**config.mk**
```make
export PLATFORM = sky130hd
export DESIGN_NAME = rom256x1_byte_arb_flat
export DESIGN_NICKNAME = d
export VERILOG_FILES = /design/src/rtl/rom256x1_byte_arb_if.sv /design/src/rtl/rom256x1_byte_arb.sv /design/src/flat_wrapper.sv
export SDC_FILE = /design/constraint.sdc
export NUM_CORES = 1
export LEC_CHECK = 0
export BUFFER_PORTS_ARGS = -buffer_cell sky130_fd_sc_hd__buf_2
export CAP_MARGIN = 20
export CORE_AREA = 5 5 80 82
export CTS_BUF_LIST = sky130_fd_sc_hd__clkbuf_8
export CTS_CLUSTER_DIAMETER = 60
export DETAILED_ROUTE_END_ITERATION = 7
export DIE_AREA = 0 0 85 87
export PLACE_DENSITY = 0.69
export SYNTH_ARGS = -nofsm -noshare
export SYNTH_HDL_FRONTEND = slang
export SYNTH_SLANG_ARGS = --single-unit
```
**constraint.sdc**
```tcl
create_clock -name clk_i -period 1.78 [get_ports clk_i]
set_input_delay 0.356 -clock clk_i [delete_from_list [all_inputs] [get_ports clk_i]]
set_output_delay 0.356 -clock clk_i [all_outputs]
set_load 0.005 [all_outputs]
```
**src/rtl/rom256x1_byte_arb_if.sv**
```systemverilog
// ============================================================================
// rom256x1_byte_arb_if : requester/ROM bundle for the byte-assembling arbiter
// Revision: 1.0
// ============================================================================
`default_nettype none

interface rom256x1_byte_arb_if;
  logic [3:0]  req;
  logic [19:0] ba;
  logic [3:0]  gnt;
  logic [3:0]  ack;
  logic [7:0]  dout;
  logic        busy;
  logic [7:0]  rad;
  logic        rdi;

  modport master (
    output req, ba, rdi,
    input  gnt, ack, dout, busy, rad
  );

  modport slave (
    input  req, ba, rdi,
    output gnt, ack, dout, busy, rad
  );
endinterface

`default_nettype wire

```
**src/rtl/rom256x1_byte_arb.sv**
```systemverilog
// ============================================================================
// rom256x1_byte_arb : 4-way round-robin arbiter fetching bytes from a 256x1 ROM
// Revision: 1.0
// ============================================================================
`default_nettype none

module rom256x1_byte_arb #(
  parameter bit MSB_FIRST = 1'b0
) (
  input  wire logic          clk_i,
  input  wire logic          rst_ni,
  rom256x1_byte_arb_if.slave bus
);

  typedef enum logic [1:0] {
    S_IDLE  = 2'd0,
    S_FETCH = 2'd1,
    S_DONE  = 2'd2
  } state_t;

  state_t     state_q;
  logic [2:0] k_q;
  logic [4:0] ba_q;
  logic [1:0] win_q;
  logic [1:0] last_q;
  logic [7:0] sh_q;
  logic [7:0] dout_q;
  logic [7:0] rad_q;
  logic [3:0] gnt_q;
  logic [3:0] ack_q;
  logic       busy_q;

  logic [1:0] pick_d;
  logic [4:0] ba_sel_d;
  logic [2:0] bit_idx_d;
  logic [7:0] byte_d;

  // Scan from the farthest candidate back to the nearest so the nearest
  // requester after the last winner is the one left in pick_d.
  always_comb begin
    logic [1:0] idx;
    pick_d = last_q;
    for (int i = 3; i >= 0; i--) begin
      idx = last_q + 2'(i + 1);
      if (bus.req[idx]) pick_d = idx;
    end
  end

  always_comb begin
    ba_sel_d  = bus.ba[pick_d*5 +: 5];
    bit_idx_d = MSB_FIRST ? (3'd7 - k_q) : k_q;
    byte_d    = sh_q;
    byte_d[bit_idx_d] = bus.rdi;
  end

  always_ff @(posedge clk_i or negedge rst_ni) begin
    if (!rst_ni) begin
      state_q <= S_IDLE;
      k_q     <= 3'd0;
      ba_q    <= 5'd0;
      win_q   <= 2'd0;
      last_q  <= 2'd3;
      sh_q    <= 8'h00;
      dout_q  <= 8'h00;
      rad_q   <= 8'h00;
      gnt_q   <= 4'b0000;
      ack_q   <= 4'b0000;
      busy_q  <= 1'b0;
    end else begin
      case (state_q)
        S_IDLE: begin
          ack_q <= 4'b0000;
          rad_q <= 8'h00;
          gnt_q <= 4'b0000;
          if (|bus.req) begin
            win_q   <= pick_d;
            ba_q    <= ba_sel_d;
            gnt_q   <= 4'b0001 << pick_d;
            k_q     <= 3'd0;
            sh_q    <= 8'h00;
            rad_q   <= {ba_sel_d, 3'd0};
            busy_q  <= 1'b1;
            state_q <= S_FETCH;
          end
        end
        S_FETCH: begin
          sh_q <= byte_d;
          k_q  <= k_q + 3'd1;
          if (k_q == 3'd7) begin
            dout_q  <= byte_d;
            gnt_q   <= 4'b0000;
            ack_q   <= 4'b0001 << win_q;
            rad_q   <= 8'h00;
            state_q <= S_DONE;
          end else begin
            rad_q <= {ba_q, k_q + 3'd1};
          end
        end
        S_DONE: begin
          ack_q   <= 4'b0000;
          last_q  <= win_q;
          busy_q  <= 1'b0;
          state_q <= S_IDLE;
        end
        default: state_q <= S_IDLE;
      endcase
    end
  end

  assign bus.gnt  = gnt_q;
  assign bus.ack  = ack_q;
  assign bus.dout = dout_q;
  assign bus.busy = busy_q;
  assign bus.rad  = rad_q;

endmodule

`default_nettype wire
```
**src/flat_wrapper.sv**
```systemverilog
// flat-port wrapper written by rule: the top's interface ports become plain ports
module rom256x1_byte_arb_flat 
#(
  parameter bit MSB_FIRST = 1'b0
)
  (clk_i, rst_ni, bus_req, bus_ba, bus_rdi, bus_gnt, bus_ack, bus_dout, bus_busy, bus_rad);
  rom256x1_byte_arb_if bus_i ();
  input  wire logic clk_i;
  input  wire logic rst_ni;
  input wire logic [$bits(bus_i.req)-1:0] bus_req;
  input wire logic [$bits(bus_i.ba)-1:0] bus_ba;
  input wire logic [$bits(bus_i.rdi)-1:0] bus_rdi;
  output wire logic [$bits(bus_i.gnt)-1:0] bus_gnt;
  output wire logic [$bits(bus_i.ack)-1:0] bus_ack;
  output wire logic [$bits(bus_i.dout)-1:0] bus_dout;
  output wire logic [$bits(bus_i.busy)-1:0] bus_busy;
  output wire logic [$bits(bus_i.rad)-1:0] bus_rad;
  assign bus_i.req = bus_req;
  assign bus_i.ba = bus_ba;
  assign bus_i.rdi = bus_rdi;
  assign bus_gnt = bus_i.gnt;
  assign bus_ack = bus_i.ack;
  assign bus_dout = bus_i.dout;
  assign bus_busy = bus_i.busy;
  assign bus_rad = bus_i.rad;
  rom256x1_byte_arb #(.MSB_FIRST(MSB_FIRST)) u_core (.clk_i(clk_i), .rst_ni(rst_ni), .bus(bus_i));
endmodule
```
Yosys cells after proc, flatten, opt, wreduce, memory -nomap -nowiden

Index checks and enable logic that the tools add are counted.

Memory bits (read-only): 0
Flip-flop bits (word level): 47
Memories kept: 0
Latch bits: 0
Bits in writable memories: 0
Output and inout bits: 25

Multiply operators: 1
Muxes and demuxes: 29
Shift operators: 3
Divide/modulo/power cells: 0
Reductions and logical operators: 14
$lt $le $gt $ge: 5
Add/sub/neg operators: 4
Eq/ne operators: 5
Bitwise logic cells: 0

Operators with widths:

| kind                  | number |
|---|---|
| $pmux W8 S2           | 2 |
| $mux W8               | 3 |
| $shiftx A20 B6 Y5     | 1 |
| $pmux W4 S2           | 2 |
| $reduce_and A2 Y1     | 7 |
| $mux W4               | 3 |
| $mux W2               | 5 |
| $lt A2 B3 Y1 const B  | 3 |
| $bwmux W8             | 1 |
| $shl A1 B2 Y4 const A | 2 |
| $bmux W1 S2           | 3 |
| $pmux W3 S2           | 1 |
| $reduce_bool A2 Y1    | 3 |
| $mul A2 B3 Y5 const B | 1 |
| $mux W1               | 5 |
| $add A2 B2 Y2 const B | 2 |
| $lt A3 B4 Y1 const B  | 1 |
| $ne A2 B1 Y1 const B  | 2 |
| $pmux W2 S2           | 1 |
| $reduce_or A4 Y1      | 1 |
| $add A3 B1 Y3 const B | 1 |
| $demux W1 S3          | 1 |
| $eq A3 B3 Y1 const B  | 1 |
| $ge A3 B1 Y1 const B  | 1 |
| 8 further kinds       | 8 |

Logic depth before layout (Yosys ltp)

Gate-level depths: netlist of run 1.

Word-level depth: 10
Mapped depth: 6
Mapped depth without buffers: 5

Worst setup path after synthesis of run 1

Ideal clock, no wire load.

Kind: register to register
From: reg u_core.last_q[0]
To: reg u_core.ba_q[0]
Path slack: -0.193 ns
Arrival: 1.848 ns
Buffers on the path: 1
Cell stages (with the launch flop): 7
Required time: 1.655 ns
Cells stage by stage: dfstp_2 > nand2b_1 > a21o_1 > and3_1 > buf_6 > mux4_2 > mux2_2

Cells in the longest elaborated chain, start to end: 8

RTL lines:

| item                          | RTL line                 | source |
|---|---|---|
| start, declared               | rom256x1_byte_arb.sv:25  | `logic [1:0] last_q;` |
| start signal, assigned        | rom256x1_byte_arb.sv:101 | `last_q <= win_q;` |
| $add A2 B2 Y2                 | rom256x1_byte_arb.sv:44  | `idx = last_q + 2'(i + 1);` |
| $bmux W1 S2                   | rom256x1_byte_arb.sv:45  | `if (bus.req[idx]) pick_d = idx;` |
| $mux W1 (not written as such) | rom256x1_byte_arb.sv:45  |  |
| $mux W2 (2 in a row)          | rom256x1_byte_arb.sv:45  |  |
| $mux W2 *                     | rom256x1_byte_arb.sv:45  |  |
| $mul A2 B3 Y5 *               | rom256x1_byte_arb.sv:50  | `ba_sel_d = bus.ba[pick_d*5 +: 5];` |
| $shiftx A20 B6 Y5 *           | rom256x1_byte_arb.sv:50  |  |
| end signal, assigned          | rom256x1_byte_arb.sv:77  | `ba_q <= ba_sel_d;` |
| end, declared                 | rom256x1_byte_arb.sv:23  | `logic [4:0] ba_q;` |

Every way passes the cells marked *; elsewhere a longest branch is shown, timed or not. The select of a mux whose other input is x is not followed.
A chain may end at the register's enable or synchronous reset.

Final worst setup path of run 1

From: reg u_core.last_q[0]
To: reg u_core.ba_q[4]

The elaborated chain is that of the path after synthesis.

==> metrics.md, run 1 <==
| Metric | Value |
|---|---|
| Slew headroom | `0.319` |
| Vias per inst | `5.39` |
| YS warnings | `0` |
| Worst Setup Path Type | `reg2reg` |
| FFs w/ async S/R, synth | `1.00` |
| Fillcell total | `around 540` |
| Max Cap Viol | `0` |
| Final ANT Viol Nets | `0` |
| Clock-pin slew on the worst setup and hold paths | `90 ps` |
| DRC | `0` |
| Layout cells sized above 1 | `0.353` |
| Area of the core | `5680 um2` |
| Largest net degree at the start of global routing | `29` |
| GR Overflow Total | `0` |
| Final worst path period need | `2000 ps` |
| Nets | `354` |
| Post-Syn Area | `around 2400 um2` |
| Buf/Inv on CP | `0` |
| Post-synth EDFFs | `0` |
| Cell variety after synth | `36` |
| Global-route wire length before repair | `10,400 um` |
| CTS HTree Levels | `2` |
| Main flop type after synthesis | `dfrtp_1` |
| Worst EP required | `1980 ps` |
| Height of the die | `87 um` |
| Num Clock Sinks | `47` |
| Die extent in x | `85 um` |
| DR WL/cell | `15.9 um` |
| CTS tree | `built` |
| Fmax | `between 500 and 600 MHz` |
| Fin crit share | `1.12` |
| Hold Crit Class | `in2async` |
| Initial core utilization | `0.432` |
| Failing checks | `setup timing` |
| Routability cong. | `a little over 0.9` |
| Root Buffer | `clkbuf_8` |
| # port buffers | `51` |
| Slowest stage delay, CP | `approximately 560 ps` |
| Inserted Clock Buffers | `5` |
| Met3 WL | `267 um` |
| RSZ-0062 raised after global routing | `yes` |
| Hold Vio Cnt, Final | `0` |
| Leak | `1.50 nW` |
| # hold bufs at CTS | `0` |
| Startpoint types | `flip-flop` |
| First drt pass iteration count | `4` |
| Top-Level Pins | `52` |
| FF+latch count, synth | `47` |
| Clock buffer depth | `2` |
| Avg Synthesized Cell Area | `between 9 and 10 um2` |
| WP data arrival | `2200 ps` |
| Least-Margin Pin Slew | `1010 ps` |
| Initial DRC count | `112` |
| Met1 wire length | `a little under 3000 um` |
| Top routing layer used | `met4` |
| Initial antenna violation count | `0` |
| Worst setup margin | `-218 ps` |
| Final Setup Violations | `6` |
| Clock latency on the worst-skew pair | `310 ps` |
| CP Cell Sequence | `or3b_4 > and3_4 > mux4_2 > mux2_2` |
| HPWL Detailed | `4410 um` |
| Rows | `28` |
| DR vias | `between 2,000 and 2,500` |
| Util after Layout | `0.548` |
| Synth Instances | `257` |
| Max Slew Vio Count | `0` |
| Worst-path fanout max | `7` |
| Seq/Total Area, Yosys | `0.481` |
| CP Capture Type | `flip-flop` |
| Clock Skews | `3.28 ps` |
| Die area | `7400 um2` |
| Total wire length | `6390 um` |
| Critical-path top delay cell | `dfstp_2` |
| # diodes | `0` |
| Area growth syn-to-layout | `26.9%` |
| Worst vdd ir | `794 uV` |
| Overall power | `4.96 mW` |
| Net Count, Synth | `286` |
| Vias in the first global route | `~2,200` |
| GRT Util Overall | `0.176` |
| Cell family with most CP delay | `multiplexers` |
| Met2 Wirelength | `~3100 um` |
| Setup tns final | `-1140 ps` |
| Power Density | `1600 nW/um2` |
| Status | `complete, but fails checks` |
-- final cells by class --
cell class / count / area, um2 / share of cell area
Sequential cell: 47 / 1180 / 0.379
Clock buffer: 5 / 68.8 / 0.0221
Timing Repair Buffer: 79 / 485 / 0.156
Tap cell: 75 / 93.8 / 0.0302
Clock inverter: 3 / 22.5 / 0.00724
Inverter: 12 / 45.0 / 0.0145
Multi-Input combinational cell: 180 / 1210 / 0.391
-- through the flow --
step,instance area [um2],hold slack (ps),setup slack (ps),std cells
after floorplan,2460,60.4,-185,257
after global placement,2930,351,-370,389
after detailed placement,2930,358,-431,389
after CTS,3040,13.0,-210,399
after global routing,3110,23.8,-283,401
final,3110,9.60,-218,401
-- what timing repair did --
action                     in CTS  in global routing
pin swaps                       3                  5
gates cloned                    0                  0
setup buffers                   2                  2
setup endpoints to repair       9                 15
resized for setup               3                 17
-- where the power goes --
group	total, mW	leakage (nW)	switching (mW)	internal [mW]
logic	2.48	0.868	1.22	1.26
registers	1.80	0.588	0.267	1.54
clock network	0.677	0.0489	0.392	0.285
total	4.96	1.50	1.88	3.08
-- per-layer routing --
metal	vias up	track usage
li1	1046	-
met4	0	0.0734
met1	1046	0.235
met3	8	0.0360
met5	-	0
met2	63	0.278
-- kinds of logic (layout without fill, tap and decap cells) --
kind of cell | Yosys count | count (layout) | synth area share
adder cells (fa/ha/maj) | 2 | 2 | 0.0102
buffers and inverters | 30 | 99 | 0.0490
AO/OA/AOI/OAI | 69 | 69 | 0.173
flip-flops | 47 | 47 | 0.481
AND/OR/NAND/NOR | 88 | 88 | 0.172
multiplexers | 21 | 21 | 0.115
-- Yosys cell counts (3+ instances only) --
cell,count,area share
a21oi_1,8,0.016
a22o_1,6,0.021
a31oi_1,9,0.023
a41oi_1,5,0.018
and4_1,4,0.014
clkbuf_1,16,0.025
dfrtp_1,45,0.46
inv_1,12,0.018
mux2_2,7,0.032
mux2i_1,9,0.037
mux4_2,5,0.046
nand2_1,38,0.058
nand2b_1,7,0.018
nand3_1,9,0.018
nor2_1,15,0.023
nor3_1,3,0.0061
o21ai_0,34,0.069
-- worst paths after layout --
| kind | start | end | slack (ps) | depth (start not counted) |
|---|---|---|---|---|
| setup reg to reg | u_core.last_q[0]$_DFFE_PN1P_ | u_core.ba_q[4]$_DFFE_PN0P_ | -220 | 4 |
| hold reg to reg | u_core.bus.dout[2]$_DFFE_PN0P_ | u_core.bus.dout[2]$_DFFE_PN0P_ | 480 | 2 |
| hold / removal | rst_ni | u_core.bus.ack[3]$_DFFE_PN0P_ | 10 | 1 |
| setup / recovery | u_core.last_q[0]$_DFFE_PN1P_ | u_core.ba_q[4]$_DFFE_PN0P_ | -220 | 4 |
| min in group clk_i | bus_rdi | u_core.bus.dout[2]$_DFFE_PN0P_ | 470 | 3 |
| max in group asynchronous | rst_ni | u_core.ba_q[3]$_DFFE_PN0P_ | 1250 | 2 |
-- placed cells by master (no fill, tap or decap), drive strengths merged, types with 3 or more instances in the layout --
master,synthesis,routed
dfrtp,45,45
a22o,6,6
mux4,5,5
a21oi,8,8
nand3,9,9
mux2i,9,9
buf,2,79
and4,4,4
nand2b,7,7
mux2,7,7
o21ai,34,34
a31oi,9,9
nor3,3,3
clkbuf,16,5
nand2,38,38
nor2,15,15
inv,12,14
a41oi,5,5
-- registers in the layout, indices dropped and copies added, names as in the netlist --
signal and cells:
u_core.last_q 2, u_core.bus.gnt 4, u_core.bus.busy 1, u_core.bus.dout 8, u_core.ba_q 5, u_core.state_q 2, u_core.win_q 2, u_core.bus.rad 8
u_core.bit_idx_d 3, u_core.sh_q 8, u_core.bus.ack 4
(Power assumes the default switching activity.)
==> inputs of run 2 (changes only) <==
--- a/config.mk
+++ b/config.mk
@@ -5,14 +5,15 @@
 export SDC_FILE = /design/constraint.sdc
 export NUM_CORES = 1
 export LEC_CHECK = 0
+export ABC_AREA = 1
 export BUFFER_PORTS_ARGS = -buffer_cell sky130_fd_sc_hd__buf_2
 export CAP_MARGIN = 20
-export CORE_AREA = 5 5 80 82
+export CORE_AREA = 2 2 72 74
 export CTS_BUF_LIST = sky130_fd_sc_hd__clkbuf_8
 export CTS_CLUSTER_DIAMETER = 60
 export DETAILED_ROUTE_END_ITERATION = 7
-export DIE_AREA = 0 0 85 87
-export PLACE_DENSITY = 0.69
+export DIE_AREA = 0 0 74 76
+export PLACE_DENSITY = 0.76
 export SYNTH_ARGS = -nofsm -noshare
 export SYNTH_HDL_FRONTEND = slang
 export SYNTH_SLANG_ARGS = --single-unit
==> metrics.md, run 2 <==
| Metric | Value |
|---|---|
| FFs w/ async S/R, synth | `1.00 (unchanged)` |
| Non-filler cells, final | `437 (was 401)` |
| Routability cong. | `0.828 (was 0.906)` |
| DR WL/cell | `13.3 um (was 15.9 um)` |
| Worst Setup Path Type | `reg2reg (unchanged)` |
| Die area | `5620 um2 (was 7400 um2)` |
| Status | `complete, but fails checks (unchanged)` |
| Post-synth EDFFs | `0 (unchanged)` |
| Global-route wire length before repair | `9030 um (was 10,400 um)` |
| # port buffers | `51 (unchanged)` |
| First drt pass iteration count | `4 (unchanged)` |
| Cell variety after synth | `24 (was 36)` |
| Fin crit share | `1.10 (was 1.12)` |
| Layout cells sized above 1 | `0.379 (was 0.353)` |
| Hold Crit Class | `in2async (unchanged)` |
| CP Capture Type | `flip-flop (unchanged)` |
| Top-Level Pins | `52 (unchanged)` |
| Hold Slack | `32.7 ps (was 9.60 ps)` |
| Rows | `26 (was 28)` |
| Seq/Total Area, Yosys | `0.500 (was 0.481)` |
| Failing checks | `setup timing (unchanged)` |
| YS warnings | `0 (unchanged)` |
| Top post-synthesis cells by area | `dfrtp_1 (48%), nand2_1 (14%), o21ai_0 (7.6%) (was dfrtp_1 (46%), o21ai_0 (6.9%), nand2_1 (5.8%))` |
| Worst-path fanout max | `7 (unchanged)` |
| Commonest cells post-synth | `nand2_1 (88), dfrtp_1 (45), o21ai_0 (36) (was dfrtp_1 (45), nand2_1 (38), o21ai_0 (34))` |
| Most common cell after layout, fill and taps aside | `nand2_1 (was buf_2)` |
| M1 GR Usage | `0.248 (was 0.235)` |
| Final worst path period need | `1960 ps (was 2000 ps)` |
| Placed Instances | `420 (was 389)` |
| Least-Margin Pin Slew | `667 ps (was 1010 ps)` |
| Reg2reg path depth | `14 (was 4)` |
| Overall power | `5.46 mW (was 4.96 mW)` |
| Max Cap Viol | `0 (unchanged)` |
| Height of the die | `76 um (was 87 um)` |
| Largest net degree at the start of global routing | `48 (was 29)` |
| # diodes | `0 (unchanged)` |
| Top-count cell post-synth | `nand2_1 (was dfrtp_1)` |
| Inserted Clock Buffers | `5 (unchanged)` |
| Leak | `1.61 nW (was 1.50 nW)` |
| Vias in the first global route | `2,082 (was 2,170)` |
| GR peak layer | `met2 (unchanged)` |
| DRC | `0 (unchanged)` |
| FF+latch count, synth | `47 (unchanged)` |
| Clock Skews | `3.02 ps (was 3.28 ps)` |
| Worst vdd ir | `982 uV (was 794 uV)` |
| Initial core utilization | `0.480 (was 0.432)` |
| GRT met3 Usage | `0.0304 (was 0.0360)` |
| RSZ-0062 raised after global routing | `yes (unchanged)` |
| Clock buffer depth | `2 (unchanged)` |
| GRT Util Overall | `0.201 (was 0.176)` |
| Power Density | `1750 nW/um2 (was 1600 nW/um2)` |
| Worst setup margin | `-180 ps (was -218 ps)` |
| CTS HTree Levels | `2 (unchanged)` |
| DR vias | `2,261 (was 2,163)` |
| Avg Synthesized Cell Area | `8.02 um2 (was 9.53 um2)` |
| Hold Vio Cnt, Final | `0 (unchanged)` |
| Commonest non-fill, non-tap cells in the layout | `nand2_1 (65), buf_2 (51), dfrtp_1 (45) (was buf_2 (51), dfrtp_1 (45), nand2_1 (38))` |
| Num Clock Sinks | `47 (unchanged)` |
| Area of the core | `4910 um2 (was 5680 um2)` |
| Total wire length | `5800 um (was 6390 um)` |
| Initial antenna violation count | `0 (unchanged)` |
| Final Setup Violations | `15 (was 6)` |
| Slew headroom | `0.551 (was 0.319)` |
| Root Buffer | `clkbuf_8 (unchanged)` |
| CTS tree | `built (unchanged)` |
| Startpoint types | `flip-flop (unchanged)` |
| Clock-pin slew on the worst setup and hold paths | `80 ps (was 90 ps)` |
| WP data arrival | `2140 ps (was 2200 ps)` |
| Top-area cell type share of the netlist area | `0.478 (was 0.460)` |
| Vias per inst | `5.17 (was 5.39)` |
| Die extent in x | `74 um (was 85 um)` |
| HPWL Detailed | `3790 um (was 4410 um)` |
| Max Slew Vio Count | `0 (unchanged)` |
| Final ANT Viol Nets | `0 (unchanged)` |
| Main flop type after synthesis | `dfrtp_1 (unchanged)` |
| Initial DRC count | `154 (was 112)` |
| Worst EP required | `1960 ps (was 1980 ps)` |
| Synth area leader | `dfrtp_1 (unchanged)` |
| Fillcell total | `420 (was 543)` |
| Net Count, Synth | `323 (was 286)` |
| Clock latency on the worst-skew pair | `290 ps (was 310 ps)` |
| GR Overflow Total | `0 (unchanged)` |
| Synth Instances | `294 (was 257)` |
| Fmax | `510 MHz (was 501 MHz)` |
| Area growth syn-to-layout | `32.1% (was 26.9%)` |
| GR Util met2 | `0.350 (was 0.278)` |
| Post-Syn Area | `2360 um2 (was 2450 um2)` |
| Nets | `396 (was 354)` |
## run 2: cell count changes after synthesis, moves of 5 or more
cell,previous run,this run
nand2_1,38,88
inv_1,12,28
nand3_1,9,25
nand2_2,0,10
clkbuf_1,16,7
mux2i_1,9,0
o22ai_1,0,9
a21oi_1,8,0
mux2_2,7,0
nand2b_1,7,0
a22o_1,6,0
a21oi_2,0,5
a41oi_1,5,0
mux4_2,5,0
## run 2: kinds of logic (layout without fill, tap and decap cells)
group,after synthesis,in the layout,synth area share
buffers and inverters,42,113,0.0775
flip-flops,47,47,0.500
AO/OA/AOI/OAI,62,62,0.157
AND/OR/NAND/NOR,141,143,0.255
adder cells (fa/ha/maj),2,2,0.0106
## run 2: routing by layer
metal / vias to the layer above / share of wire
li1: 1112 / -
met1: 1060 / 0.42
met2: 72 / 0.50
met3: 17 / 0.045
met4: 0 / 0.027
met5: - / 0
## run 2: layout make-up
type | instances | area (um2) | area share
clock buffer | 6 | 82.6 | 0.0265
multi-input combinational | 207 | 1170 | 0.375
sequential | 47 | 1180 | 0.379
inverter | 31 | 124 | 0.0398
clock inverter | 1 | 5.00 | 0.00161
timing repair buffer | 75 | 467 | 0.150
tap | 70 | 87.6 | 0.0281
## run 2: critical path, cell delays in order, from the launching register on
cell and delay (ps):
dfstp_2 570, buf_6 110, inv_6 40, nand2_4 70, nand2_4 60, nand2_2 80
nand2_4 70, a31oi_1 210, nand2_1 150, nand2_4 130, inv_2 80, nand2_1 80
nand2_1 60, nand2_1 70, a21oi_2 50
## run 2: final timing paths
check / from / endpoint / slack (ps)
setup / recovery: u_core.last_q[0]$_DFFE_PN1P_ / u_core.bus.rad[3]$_DFFE_PN0P_ / -180
hold / removal: rst_ni / u_core.bus.dout[7]$_DFFE_PN0P_ / 30
setup reg to reg: u_core.last_q[0]$_DFFE_PN1P_ / u_core.bus.rad[3]$_DFFE_PN0P_ / -180
hold reg to reg: u_core.bus.dout[2]$_DFFE_PN0P_ / u_core.bus.dout[2]$_DFFE_PN0P_ / 480
max in group asynchronous: rst_ni / u_core.last_q[0]$_DFFE_PN1P_ / 1480
min in group clk_i: bus_ba[17] / u_core.ba_q[2]$_DFFE_PN0P_ / 430
## run 2: through the flow
| step | setup slack (ps) | utilization | setup TNS (ps) | instance area, um2 |
|---|---|---|---|---|
| 6_report | -180 | 0.634 | -1640 | 3110 |
| 5_1_grt | -367 | 0.634 | -3730 | 3110 |
| 4_1_cts | -59.1 | 0.595 | -283 | 2920 |
| 3_5_place_dp | -162 | 0.564 | -1600 | 2770 |
| 3_3_place_gp | -81.9 | 0.564 | -572 | 2770 |
| 2_1_floorplan | 62.2 | - | 0 | 2360 |
## run 2: timing repair
| item | CTS | global route |
|---|---|---|
| hold endpoints to repair | 0 | 0 |
| gates resized for setup | 10 | 45 |
| hold buffers | 0 | 0 |
| cloned | 1 | 2 |
| buffers inserted | 3 | 4 |
| setup endpoints to repair | 15 | 16 |
| pin swaps | 1 | 23 |
## run 2: power breakdown
part	switching, mW	internal (mW)	leakage, nW
clock	0.340	0.305	0.0470
sequential	0.267	1.53	0.584
combinational	1.81	1.21	0.975
==> inputs of run 3 (changes only) <==
--- a/config.mk
+++ b/config.mk
@@ -5,14 +5,13 @@
 export SDC_FILE = /design/constraint.sdc
 export NUM_CORES = 1
 export LEC_CHECK = 0
-export ABC_AREA = 1
 export BUFFER_PORTS_ARGS = -buffer_cell sky130_fd_sc_hd__buf_2
 export CAP_MARGIN = 20
-export CORE_AREA = 2 2 72 74
+export CORE_AREA = 2 2 73 75
 export CTS_BUF_LIST = sky130_fd_sc_hd__clkbuf_8
 export CTS_CLUSTER_DIAMETER = 60
 export DETAILED_ROUTE_END_ITERATION = 7
-export DIE_AREA = 0 0 74 76
+export DIE_AREA = 0 0 75 77
 export PLACE_DENSITY = 0.76
 export SYNTH_ARGS = -nofsm -noshare
 export SYNTH_HDL_FRONTEND = slang
==> metrics.md, run 3 (same netlist as run 1, synthesis figures left out) <==
| Metric | Value |
|---|---|
| Die area | `5780 um2 (was 5620 um2)` |
| Inserted Clock Buffers | `5 (unchanged)` |
| Placed Instances | `384 (was 420)` |
| GR Overflow Total | `0 (unchanged)` |
| Worst vdd ir | `771 uV (was 982 uV)` |
| CTS HTree Levels | `2 (unchanged)` |
| Clock buffer depth | `2 (unchanged)` |
| Worst R2R Start | `u_core.last_q[0]$_DFFE_PN1P_ (unchanged)` |
| Fmax | `505 MHz (was 510 MHz)` |
| Non-filler cells, final | `394 (was 437)` |
| DR WL/cell | `15.0 um (was 13.3 um)` |
| CP Capture Type | `flip-flop (unchanged)` |
| # diodes | `0 (unchanged)` |
| Clock Skews | `3.85 ps (was 3.02 ps)` |
| Leak | `1.51 nW (was 1.61 nW)` |
| DRC | `0 (unchanged)` |
| CTS tree | `built (unchanged)` |
| Worst Setup Path Type | `reg2reg (unchanged)` |
| Layout cells sized above 1 | `0.324 (was 0.379)` |
| CP startpoint | `u_core.last_q[0]$_DFFE_PN1P_ (unchanged)` |
| Height of the die | `77 um (was 76 um)` |
| Worst EP required | `1970 ps (was 1960 ps)` |
| Area after DPL | `2930 um2 (was 2770 um2)` |
| Total wire length | `5900 um (was 5800 um)` |
| RSZ-0062 raised after global routing | `yes (unchanged)` |
| Area of the core | `4980 um2 (was 4910 um2)` |
| Worst-path fanout max | `6 (was 7)` |
| Vias in the first global route | `2,058 (was 2,082)` |
| Commonest non-fill, non-tap cells in the layout | `buf_2 (51), dfrtp_1 (45), nand2_1 (38) (was nand2_1 (65), buf_2 (51), dfrtp_1 (45))` |
| Max Slew Vio Count | `0 (unchanged)` |
| Routability cong. | `0.820 (was 0.828)` |
| Initial DRC count | `154 (unchanged)` |
| Die extent in x | `75 um (was 74 um)` |
| DP Worst Slack | `-410 ps (was -162 ps)` |
| DR vias | `2,174 (was 2,261)` |
| Root Buffer | `clkbuf_8 (unchanged)` |
| Clock latency on the worst-skew pair | `300 ps (was 290 ps)` |
| Status | `complete, but fails checks (unchanged)` |
| HPWL Detailed | `4260 um (was 3790 um)` |
| Top-Level Pins | `52 (unchanged)` |
| Fin crit share | `1.11 (was 1.10)` |
| Initial core utilization | `0.492 (was 0.480)` |
| Global-route wire length before repair | `9630 um (was 9030 um)` |
| R2R setup slack | `-200 ps (was -180 ps)` |
| Nets | `352 (was 396)` |
| Initial antenna violation count | `0 (unchanged)` |
| Area growth syn-to-layout | `25.3% (was 32.1%)` |
| Least-Margin Pin Slew | `1170 ps (was 667 ps)` |
| Rows | `26 (unchanged)` |
| Hold Vio Cnt, Final | `0 (unchanged)` |
| Most common cell after layout, fill and taps aside | `buf_2 (was nand2_1)` |
| First drt pass iteration count | `4 (unchanged)` |
| Clock-pin slew on the worst setup and hold paths | `90 ps (was 80 ps)` |
| Failing checks | `setup timing (unchanged)` |
| Setup crit end | `u_core.ba_q[4]$_DFFE_PN0P_ (was u_core.bus.rad[3]$_DFFE_PN0P_)` |
| Slew headroom | `0.213 (was 0.551)` |
| WP data arrival | `2170 ps (was 2140 ps)` |
| Worst r2r dst | `u_core.ba_q[4]$_DFFE_PN0P_ (was u_core.bus.rad[3]$_DFFE_PN0P_)` |
| Final worst path period need | `1980 ps (was 1960 ps)` |
| Startpoint types | `flip-flop (unchanged)` |
| Util after Layout | `0.617 (was 0.634)` |
| Worst setup margin | `-202 ps (was -180 ps)` |
| # port buffers | `51 (unchanged)` |
| Final Setup Violations | `8 (was 15)` |
| Reg2reg path depth | `4 (was 14)` |
| Vias per inst | `5.52 (was 5.17)` |
| GRT Util Overall | `0.215 (was 0.201)` |
| Final ANT Viol Nets | `0 (unchanged)` |
| Hold Crit Class | `reg2reg (was in2async)` |
| Largest net degree at the start of global routing | `33 (was 48)` |
| Hold Slack | `478 ps (was 32.7 ps)` |
| Max Cap Viol | `0 (unchanged)` |
| Num Clock Sinks | `47 (unchanged)` |
| Power Density | `1570 nW/um2 (was 1750 nW/um2)` |
| Post-route cell area | `3070 um2 (was 3110 um2)` |
-- run 3: cell types whose count changed in the layout (fill, tap and decap cells not counted), moves of 6 or more --
| cell | before | now |
|---|---|---|
| nand3_1 | 20 | 9 |
| a21oi_1 | 0 | 8 |
| nand2_1 | 65 | 38 |
| nand2_4 | 12 | 0 |
| o22ai_1 | 9 | 0 |
| inv_1 | 26 | 13 |
| nand2_2 | 24 | 0 |
| a22o_1 | 0 | 6 |
| mux2i_1 | 0 | 9 |
-- run 3: worst min path at each step --
stage | slack (ps) | cells after the start | start | to
floorplan | 60 | 0 | rst_ni | u_core.ba_q[0]$_DFFE_PN0P_
global placement | 310 | 1 | rst_ni | u_core.bus.ack[1]$_DFFE_PN0P_
detailed placement | 310 | 1 | rst_ni | u_core.bus.ack[1]$_DFFE_PN0P_
CTS | 480 | 3 | bus_rdi | u_core.sh_q[1]$_DFFE_PN0P_
global route | 500 | 2 | u_core.bus.dout[2]$_DFFE_PN0P_ | u_core.bus.dout[2]$_DFFE_PN0P_
finish | 480 | 2 | u_core.bus.dout[5]$_DFFE_PN0P_ | u_core.bus.dout[5]$_DFFE_PN0P_
-- run 3: critical path, cell delays in order (launching register included) --
cell,delay (ps)
dfstp_2,560
or3b_4,380
and3_4,240
mux4_2,430
mux2_4,270
-- run 3: area by class of cell --
class	count	area (um2)
multi-input cells	180	1200
fillers	432	1910
well taps	70	87.6
inverters	12	45.0
flip-flops and latches	47	1180
repair buffers	77	469
clock inverters	3	21.3
clock buffers	5	68.8
-- run 3: layer usage --
metal,share of wire,track usage,routed length (um)
met5,0,0,0
met4,0.017,0.0732,101
met1,0.45,0.308,2670
met3,0.053,0.0394,314
met2,0.48,0.327,2820
-- run 3: stage by stage --
stage	power, mW	TNS (ps)
2_1_floorplan	3.25	-927
3_3_place_gp	4.00	-1880
3_5_place_dp	4.09	-2380
4_1_cts	4.78	-1020
5_1_grt	5.18	-1690
6_report	4.82	-1100
-- run 3: report_power, final --
group	total, mW	internal (mW)	switching (mW)
sequential	1.81	1.54	0.267
combinational	2.37	1.20	1.17
clock	0.637	0.277	0.361
-- run 3: timing repair --
action	4_1_cts	5_1_grt
endpoints found under the setup margin	9	12
hold buffers	1	0
buffers inserted	0	1
resized for setup	5	6
endpoints found under the hold margin	13	0
pin swaps	3	3
